File: src/rtl/uart_rx.sv
// UART receiver: 2-flop synchronised RX line, oversampled start/data/parity/stop
// sampling driven by an external tick, with framing and parity error flags.
module uart_rx #(
  parameter int DATA_BITS  = 8,
  parameter int OVERSAMPLE = 16,
  parameter int PARITY_EN  = 0,
  parameter int PARITY_ODD = 0
) (
  input  logic                 i_sys_clk,
  input  logic                 i_rst_n,
  input  logic                 i_clk_en,
  input  logic                 i_rx,
  output logic [DATA_BITS-1:0] o_data,
  output logic                 o_valid,
  output logic                 o_frame_err,
  output logic                 o_parity_err,
  output logic                 o_busy
);

  localparam int TICK_W = $clog2(OVERSAMPLE);
  localparam int BIT_W  = $clog2(DATA_BITS);

  typedef enum logic [2:0] {
    S_IDLE,
    S_START,
    S_DATA,
    S_PARITY,
    S_STOP,
    S_BREAK
  } state_t;

  state_t               state, state_nxt;
  logic                 rx_meta, rx_s;
  logic [TICK_W-1:0]    tick_cnt;
  logic [BIT_W-1:0]     bit_cnt;
  logic [DATA_BITS-1:0] shift;
  logic                 par_err;

  logic mid_start, bit_end, last_bit;
  assign mid_start = (tick_cnt == TICK_W'(OVERSAMPLE/2 - 1));
  assign bit_end   = (tick_cnt == TICK_W'(OVERSAMPLE - 1));
  assign last_bit  = (bit_cnt == BIT_W'(DATA_BITS - 1));
  assign o_busy    = (state != S_IDLE);

  // NOTE: synchroniser flops reset to 1 so an idle (high) line is not seen as a start bit.
  always_ff @(posedge i_sys_clk or negedge i_rst_n) begin
    if (!i_rst_n) begin
      rx_meta <= 1'b1;
      rx_s    <= 1'b1;
    end else begin
      rx_meta <= i_rx;
      rx_s    <= rx_meta;
    end
  end

  // NOTE: state and all registers use non-blocking assignments so every flop
  // samples pre-edge values regardless of statement order.
  always_ff @(posedge i_sys_clk or negedge i_rst_n) begin
    if (!i_rst_n) state <= S_IDLE;
    else          state <= state_nxt;
  end

  // NOTE: state_nxt is defaulted first so no path leaves it unassigned (no latch).
  always_comb begin
    state_nxt = state;
    if (i_clk_en) begin
      unique case (state)
        S_IDLE:   if (!rx_s) state_nxt = S_START;
        S_START:  if (mid_start) state_nxt = rx_s ? S_IDLE : S_DATA;
        S_DATA:   if (bit_end && last_bit) state_nxt = (PARITY_EN != 0) ? S_PARITY : S_STOP;
        S_PARITY: if (bit_end) state_nxt = S_STOP;
        S_STOP:   if (bit_end) state_nxt = rx_s ? S_IDLE : S_BREAK;
        S_BREAK:  if (rx_s) state_nxt = S_IDLE;
        default:  state_nxt = S_IDLE;
      endcase
    end
  end

  always_ff @(posedge i_sys_clk or negedge i_rst_n) begin
    if (!i_rst_n) begin
      tick_cnt     <= '0;
      bit_cnt      <= '0;
      shift        <= '0;
      par_err      <= 1'b0;
      o_data       <= '0;
      o_valid      <= 1'b0;
      o_frame_err  <= 1'b0;
      o_parity_err <= 1'b0;
    end else begin
      o_valid <= 1'b0;
      if (i_clk_en) begin
        unique case (state)
          S_START: begin
            if (mid_start) begin
              tick_cnt <= '0;
              bit_cnt  <= '0;
              par_err  <= 1'b0;
            end else begin
              tick_cnt <= tick_cnt + 1'b1;
            end
          end
          S_DATA: begin
            if (bit_end) begin
              tick_cnt       <= '0;
              shift[bit_cnt] <= rx_s;
              bit_cnt        <= bit_cnt + 1'b1;
            end else begin
              tick_cnt <= tick_cnt + 1'b1;
            end
          end
          S_PARITY: begin
            if (bit_end) begin
              tick_cnt <= '0;
              par_err  <= ((^{shift, rx_s}) != (PARITY_ODD != 0));
            end else begin
              tick_cnt <= tick_cnt + 1'b1;
            end
          end
          S_STOP: begin
            if (bit_end) begin
              tick_cnt     <= '0;
              o_valid      <= 1'b1;
              o_data       <= shift;
              o_frame_err  <= ~rx_s;
              o_parity_err <= par_err;
            end else begin
              tick_cnt <= tick_cnt + 1'b1;
            end
          end
          default: tick_cnt <= '0;
        endcase
      end
    end
  end

endmodule

File: config.mk
export PLATFORM = sky130hd
export DESIGN_NAME = uart_rx
export DESIGN_NICKNAME = d
export VERILOG_FILES = /design/src/rtl/uart_rx.sv
export SDC_FILE = /design/constraint.sdc
export NUM_CORES = 1
export LEC_CHECK = 0
export BUFFER_PORTS_ARGS = -buffer_cell sky130_fd_sc_hd__buf_2
export CORE_MARGIN = 2
export CORE_UTILIZATION = 40
export CTS_BUF_LIST = sky130_fd_sc_hd__clkbuf_4 sky130_fd_sc_hd__clkbuf_8
export DETAILED_ROUTE_END_ITERATION = 6
export GPL_TIMING_DRIVEN = 0
export SKIP_CTS_REPAIR_TIMING = 1
export SYNTH_ARGS = -nofsm -noshare
export SYNTH_HDL_FRONTEND = slang
export SYNTH_SLANG_ARGS = --single-unit
File: constraint.sdc
create_clock -name i_sys_clk -period 2.3 [get_ports i_sys_clk]
set_input_delay 0.345 -clock i_sys_clk [delete_from_list [all_inputs] [get_ports i_sys_clk]]
set_output_delay 0.345 -clock i_sys_clk [all_outputs]
set_load 0.02 [all_outputs]
# Word-level counts from Yosys, hierarchy flattened
# Index checks and enable logic that the tools add are counted.
[word_totals] output_inout_bits=12 in_bits=4 word_cells=68 ff_bits=32
[classes] muxes=24 n_bitwise=1 reduce_logical=13 n_lt_le_gt_ge=2 n_eq_ne=15 n_addsub=2
[op_table] cell="two-way mux 3 bit" n=9
[op_table] cell="case mux 3 bit (6 select lines)" n=1
[op_table] cell="inequality test 2 bit, second input constant" n=7
[op_table] cell="equality test 3 bit, second input constant" n=3
[op_table] cell="parity 9 bit" n=1
[op_table] cell="bitwise mux 8 bit" n=1
[op_table] cell="two-way mux 4 bit" n=2
[op_table] cell="case mux 4 bit (2 select lines)" n=1
[op_table] cell="AND reduction 4 bit" n=2
[op_table] cell="AND reduction 7 bit" n=1
[op_table] cell="equality test 3 x 2 -> 1 bit, second input constant" n=2
[op_table] cell="two-way mux 1 bit" n=6
[op_table] cell="case mux 3 bit (2 select lines)" n=1
[op_table] cell="AND reduction 3 bit" n=2
[op_table] cell="adder 4 x 1 -> 4 bit, second input constant" n=1
[op_table] cell="equality test 4 x 3 -> 1 bit, second input constant" n=1
[op_table] cell="equality test 4 bit, second input constant" n=1
[op_table] cell="< comparator 3 x 4 -> 1 bit, second input constant" n=1
[op_table] cell="nonzero test 2 bit" n=2
[op_table] cell="adder 3 x 1 -> 3 bit, second input constant" n=1
[op_table] cell="demux 1 bit (select 3 bit)" n=1
[op_table] cell="equality test 3 x 1 -> 1 bit, second input constant" n=1
[op_table] cell="greater-or-equal comparator 3 x 1 -> 1 bit, second input constant" n=1
[op_table] cell="zero test 3 bit" n=1
[op_table] cell="6 further kinds" n=7

# Longest topological paths before layout
[depth] ltp_word=5 mapped_depth=6 ltp_nobuf=6

# Least setup slack after synthesis
# OpenSTA, ideal clock, no wires.
[synth_timing] kind="register -> register" start="register tick_cnt[0]" end="register o_data[0]" path_buffers=1 arrival_time_ns=1.510 path_stages_with_launch=6 period_less_slack_ns=1.636 t_required_ns=2.175 path_slack_ns=0.664 setup_time_ns=0.125 cell_sequence="dfrtp_1 > ha_1 > nand4_4 > nor3b_4 > buf_6 > mux2_4"
[synth_between] elab_chain_cells=2
[synth_rtl] item="start: declaration" line_no="34" source="logic [TICK_W-1:0] tick_cnt;"
[synth_rtl] item="start signal: assignment" line_no="99" source="tick_cnt <= tick_cnt + 1'b1;"
[synth_rtl] item="start signal: assignment" line_no="108" source="tick_cnt <= tick_cnt + 1'b1;"
[synth_rtl] item="start signal: assignment" line_no="116" source="tick_cnt <= tick_cnt + 1'b1;"
[synth_rtl] item="equality test 4 bit" line_no="41" source="assign bit_end = (tick_cnt == TICK_W'(OVERSAMPLE - 1));"
[synth_rtl] item="AND reduction 3 bit (no source line)"
[synth_rtl] item="end signal: assignment" line_no="123" source="o_data <= shift;"
[synth_rtl] item="end: declaration" line_no="13" source="output logic [DATA_BITS-1:0] o_data,"
# Every way passes these cells.
# A chain may end at the register's enable or synchronous reset.

# Final worst setup path
[layout_timing] start="register tick_cnt[0]" end="register o_data[7]"
# The elaborated chain is that of the path after synthesis.

==> flow_summary_export.csv <==
group,metric,value,unit
run_status,status,"completed",
critical_path,slowest_delay,380,ps
layout,fillCellCount,420,
global_route,antenna_found_initial,0,
critical_path,cp_max_fo,10,
route,dr.max_layer_used,"met4",
route,wl_met3,134,µm
synthesis,synth_edf_count,0,
critical_path,crit_type,"register to register",
synthesis,synth_nets,158,
synthesis,synth_top_area_share,42.4,%
critical_path,critPathCapture,"o_data[7]$_DFFE_PN0P_",
clocking,cts-root-buf,"clkbuf_8",
die,rows,24,
timing,period_needed,1830,ps
timing,finalCritPeriodShare,79.6,%
critical_path,worstReg2RegStart,"tick_cnt[0]$_DFFE_PN0P_",
layout,antenna_cells,0,
critical_path,startpoint,"tick_cnt[0]$_DFFE_PN0P_",
synthesis,synth.yosys.seq_area_share,45.3,%
pwr,ir_drop,0.319,mV
route,avgViaCountPerCell,5.50,
synthesis,synth_most_common_cell,"dfrtp_1",
timing,finalSetupTns,0,ps
layout,area_delta_synth_final,14.8,%
critical_path,slowest_stage,"dfrtp_1",
route,drt-total-wl,3460,µm
global_route,gr-total-overflow,0,
synthesis,synth_cells,151,
place,portBuffers,14,
die,core-area,4320,µm²
synthesis,ys_seq_elements,32,
timing,fmax,546,MHz
timing,slew_viol_final,0,
place,dp_cells,217,
critical_path,crit_arrival,2000,ps
synthesis,synth_area,1770,µm²
global_route,grt_use_total,15.8,%
synthesis,synth_commonest_cells,"dfrtp_1, inv_1, mux2_2",
synthesis,ys_warn_count,0,
critical_path,worstPathRequired,2470,ps
clocking,numClockSinks,32,
critical_path,r2r-end,"o_data[7]$_DFFE_PN0P_",
pwr,power_density,814,nW/µm²
die,start_util,41.0,%
synthesis,ys_top_cells_by_area,"dfrtp_1, mux2_4, mux2_2, dfstp_2, ha_1",
synthesis,async_flop_share,100,%
die,dieArea,4980,µm²
route,drt_iter0_drc,43,
place,dp_hpwl,2480,µm
clocking,clk_latency,280,ps
timing,worst_pin_slew,722,ps
global_route,grt_start_max_net_pins,33,
critical_path,cp.depth,5,
clocking,numCtsBuffers,5,
route,ant_nets,0,
global_route,grt_first_pass_wirelength,6220,µm
synthesis,synth_largest_area_cell,"dfrtp_1",
timing,finClkSkew,3.98,ps
layout,instances_no_fill,225,
route,dr_wl_met2,1640,µm
timing,fin_hold_ws,113,ps
route,routedWlPerCell,15.4,µm
critical_path,crit_chain,"ha_1, nand4_4, nor3b_4, buf_6, mux2_4",
route,drc,0,
place,gp_congestion,0.838,
timing,rsz0062_at_grt,"no",
synthesis,synth_cell_type_count,48,
critical_path,crit_family,"simple AND/OR/NAND/NOR gates",
place,placed_cell_area,1910,µm²
layout,finish.utilization,47.0,%
clocking,cts_tree,"done",
route,met1Wirelength,1620,µm
clocking,path_clk_slew,70,ps
hold_path,min_path_type,"input pin to async pin",
clocking,clockBufferDepth,2,
layout,fin_nets,179,
pwr,leakage,0.948,nW
synthesis,syn_area_per_cell,11.7,µm²
clocking,htreeDepth,2,
layout,drive_gt1_share,31.2,%
critical_path,crit_path_end_kind,"register",
critical_path,reg2reg_slack,470,ps
critical_path,cp-start-kind,"register",
job,drv_cap,0,
synthesis,yosys_most_used_dff,"dfrtp_1",
layout,design_area,2030,µm²
timing,relSlewSlack,51.9,%
timing,final-setup-viol-count,0,
critical_path,worst-path-buf-inv,1,
route,first_pass_iters,4,
die,dieHeight,70.6,µm
route,dr_total_vias,1237,
global_route,first_global_vias,1300,
critical_path,rr_worst_depth,5,
die,io_pins,16,
die,dieWidth,70.6,µm
timing,hold_viol_final,0,
worst min-delay path by stage:
| stage | to | slack [ps] | start |
|---|---|---|---|
| floorplan | bit_cnt[0]$_DFFE_PN0P_ | 50 | i_rst_n |
| global placement | rx_s$_DFF_PN1_ | 350 | rx_meta$_DFF_PN1_ |
| detailed placement | rx_s$_DFF_PN1_ | 350 | rx_meta$_DFF_PN1_ |
| CTS | o_parity_err$_DFFE_PN0P_ | 130 | i_rst_n |
| global route | rx_meta$_DFF_PN1_ | 140 | i_rx |
| finish | o_parity_err$_DFFE_PN0P_ | 110 | i_rst_n |
state kept, by name (all words and copies together) (netlist names):
signal and flops:
o_frame_err 1, par_err 1, state 3, o_data 8
o_valid 1, o_parity_err 1, tick_cnt 4, bit_cnt 3
rx_meta 1, shift 8, rx_s 1
cells by family (layout without fill, tap and decap cells):
family | Yosys count | in the layout | share of synthesized area, %
buf+inv | 18 | 40 | 5.08
flops | 32 | 32 | 45.3
compound gates | 21 | 21 | 9.32
fa+ha+maj | 3 | 3 | 2.12
mux | 19 | 19 | 13.6
simple gates | 51 | 51 | 19.4
xor+xnor | 7 | 7 | 5.08
cells in the final DEF (no fill, tap or decap), drive strengths merged, types with 5 or more instances in the layout:
master / instances
mux2: 17
buf: 21
nor2: 7
nor3: 5
nor4: 5
nand2: 8
dfrtp: 30
clkbuf: 9
o21ai: 7
inv: 9
metal layers:
metal,vias up,global-route usage (%)
met3,11,4.42
met1,613,21.2
met4,0,5.87
met2,21,24.6
li1,592,-
met5,-,0
report_power, final:
group	switching, mW	total (mW)	internal [mW]	leakage (nW)
clock	0.212	0.595	0.382	0.0645
combinational	0.248	0.397	0.149	0.462
sequential	0.0532	0.664	0.611	0.421
total	0.514	1.66	1.14	0.948
stage by stage:
step / power (mW) / setup WS, ps
after CTS: 1.67 / 444
after global placement: 1.06 / 514
final: 1.66 / 469
after global routing: 1.76 / 302
after detailed placement: 1.07 / 466
after floorplan: 0.975 / 664
cell type report:
type,count,area [µm²],share of cell area [%]
clock buffer,7,96.3,4.74
buffer,9,56.3,2.77
tap,52,65.1,3.20
multi-input combinational,101,878,43.2
timing repair buffer,14,70.1,3.45
inverter,9,33.8,1.66
sequential,32,803,39.5
clock inverter,1,30.0,1.48
(Power assumes the default switching activity.)
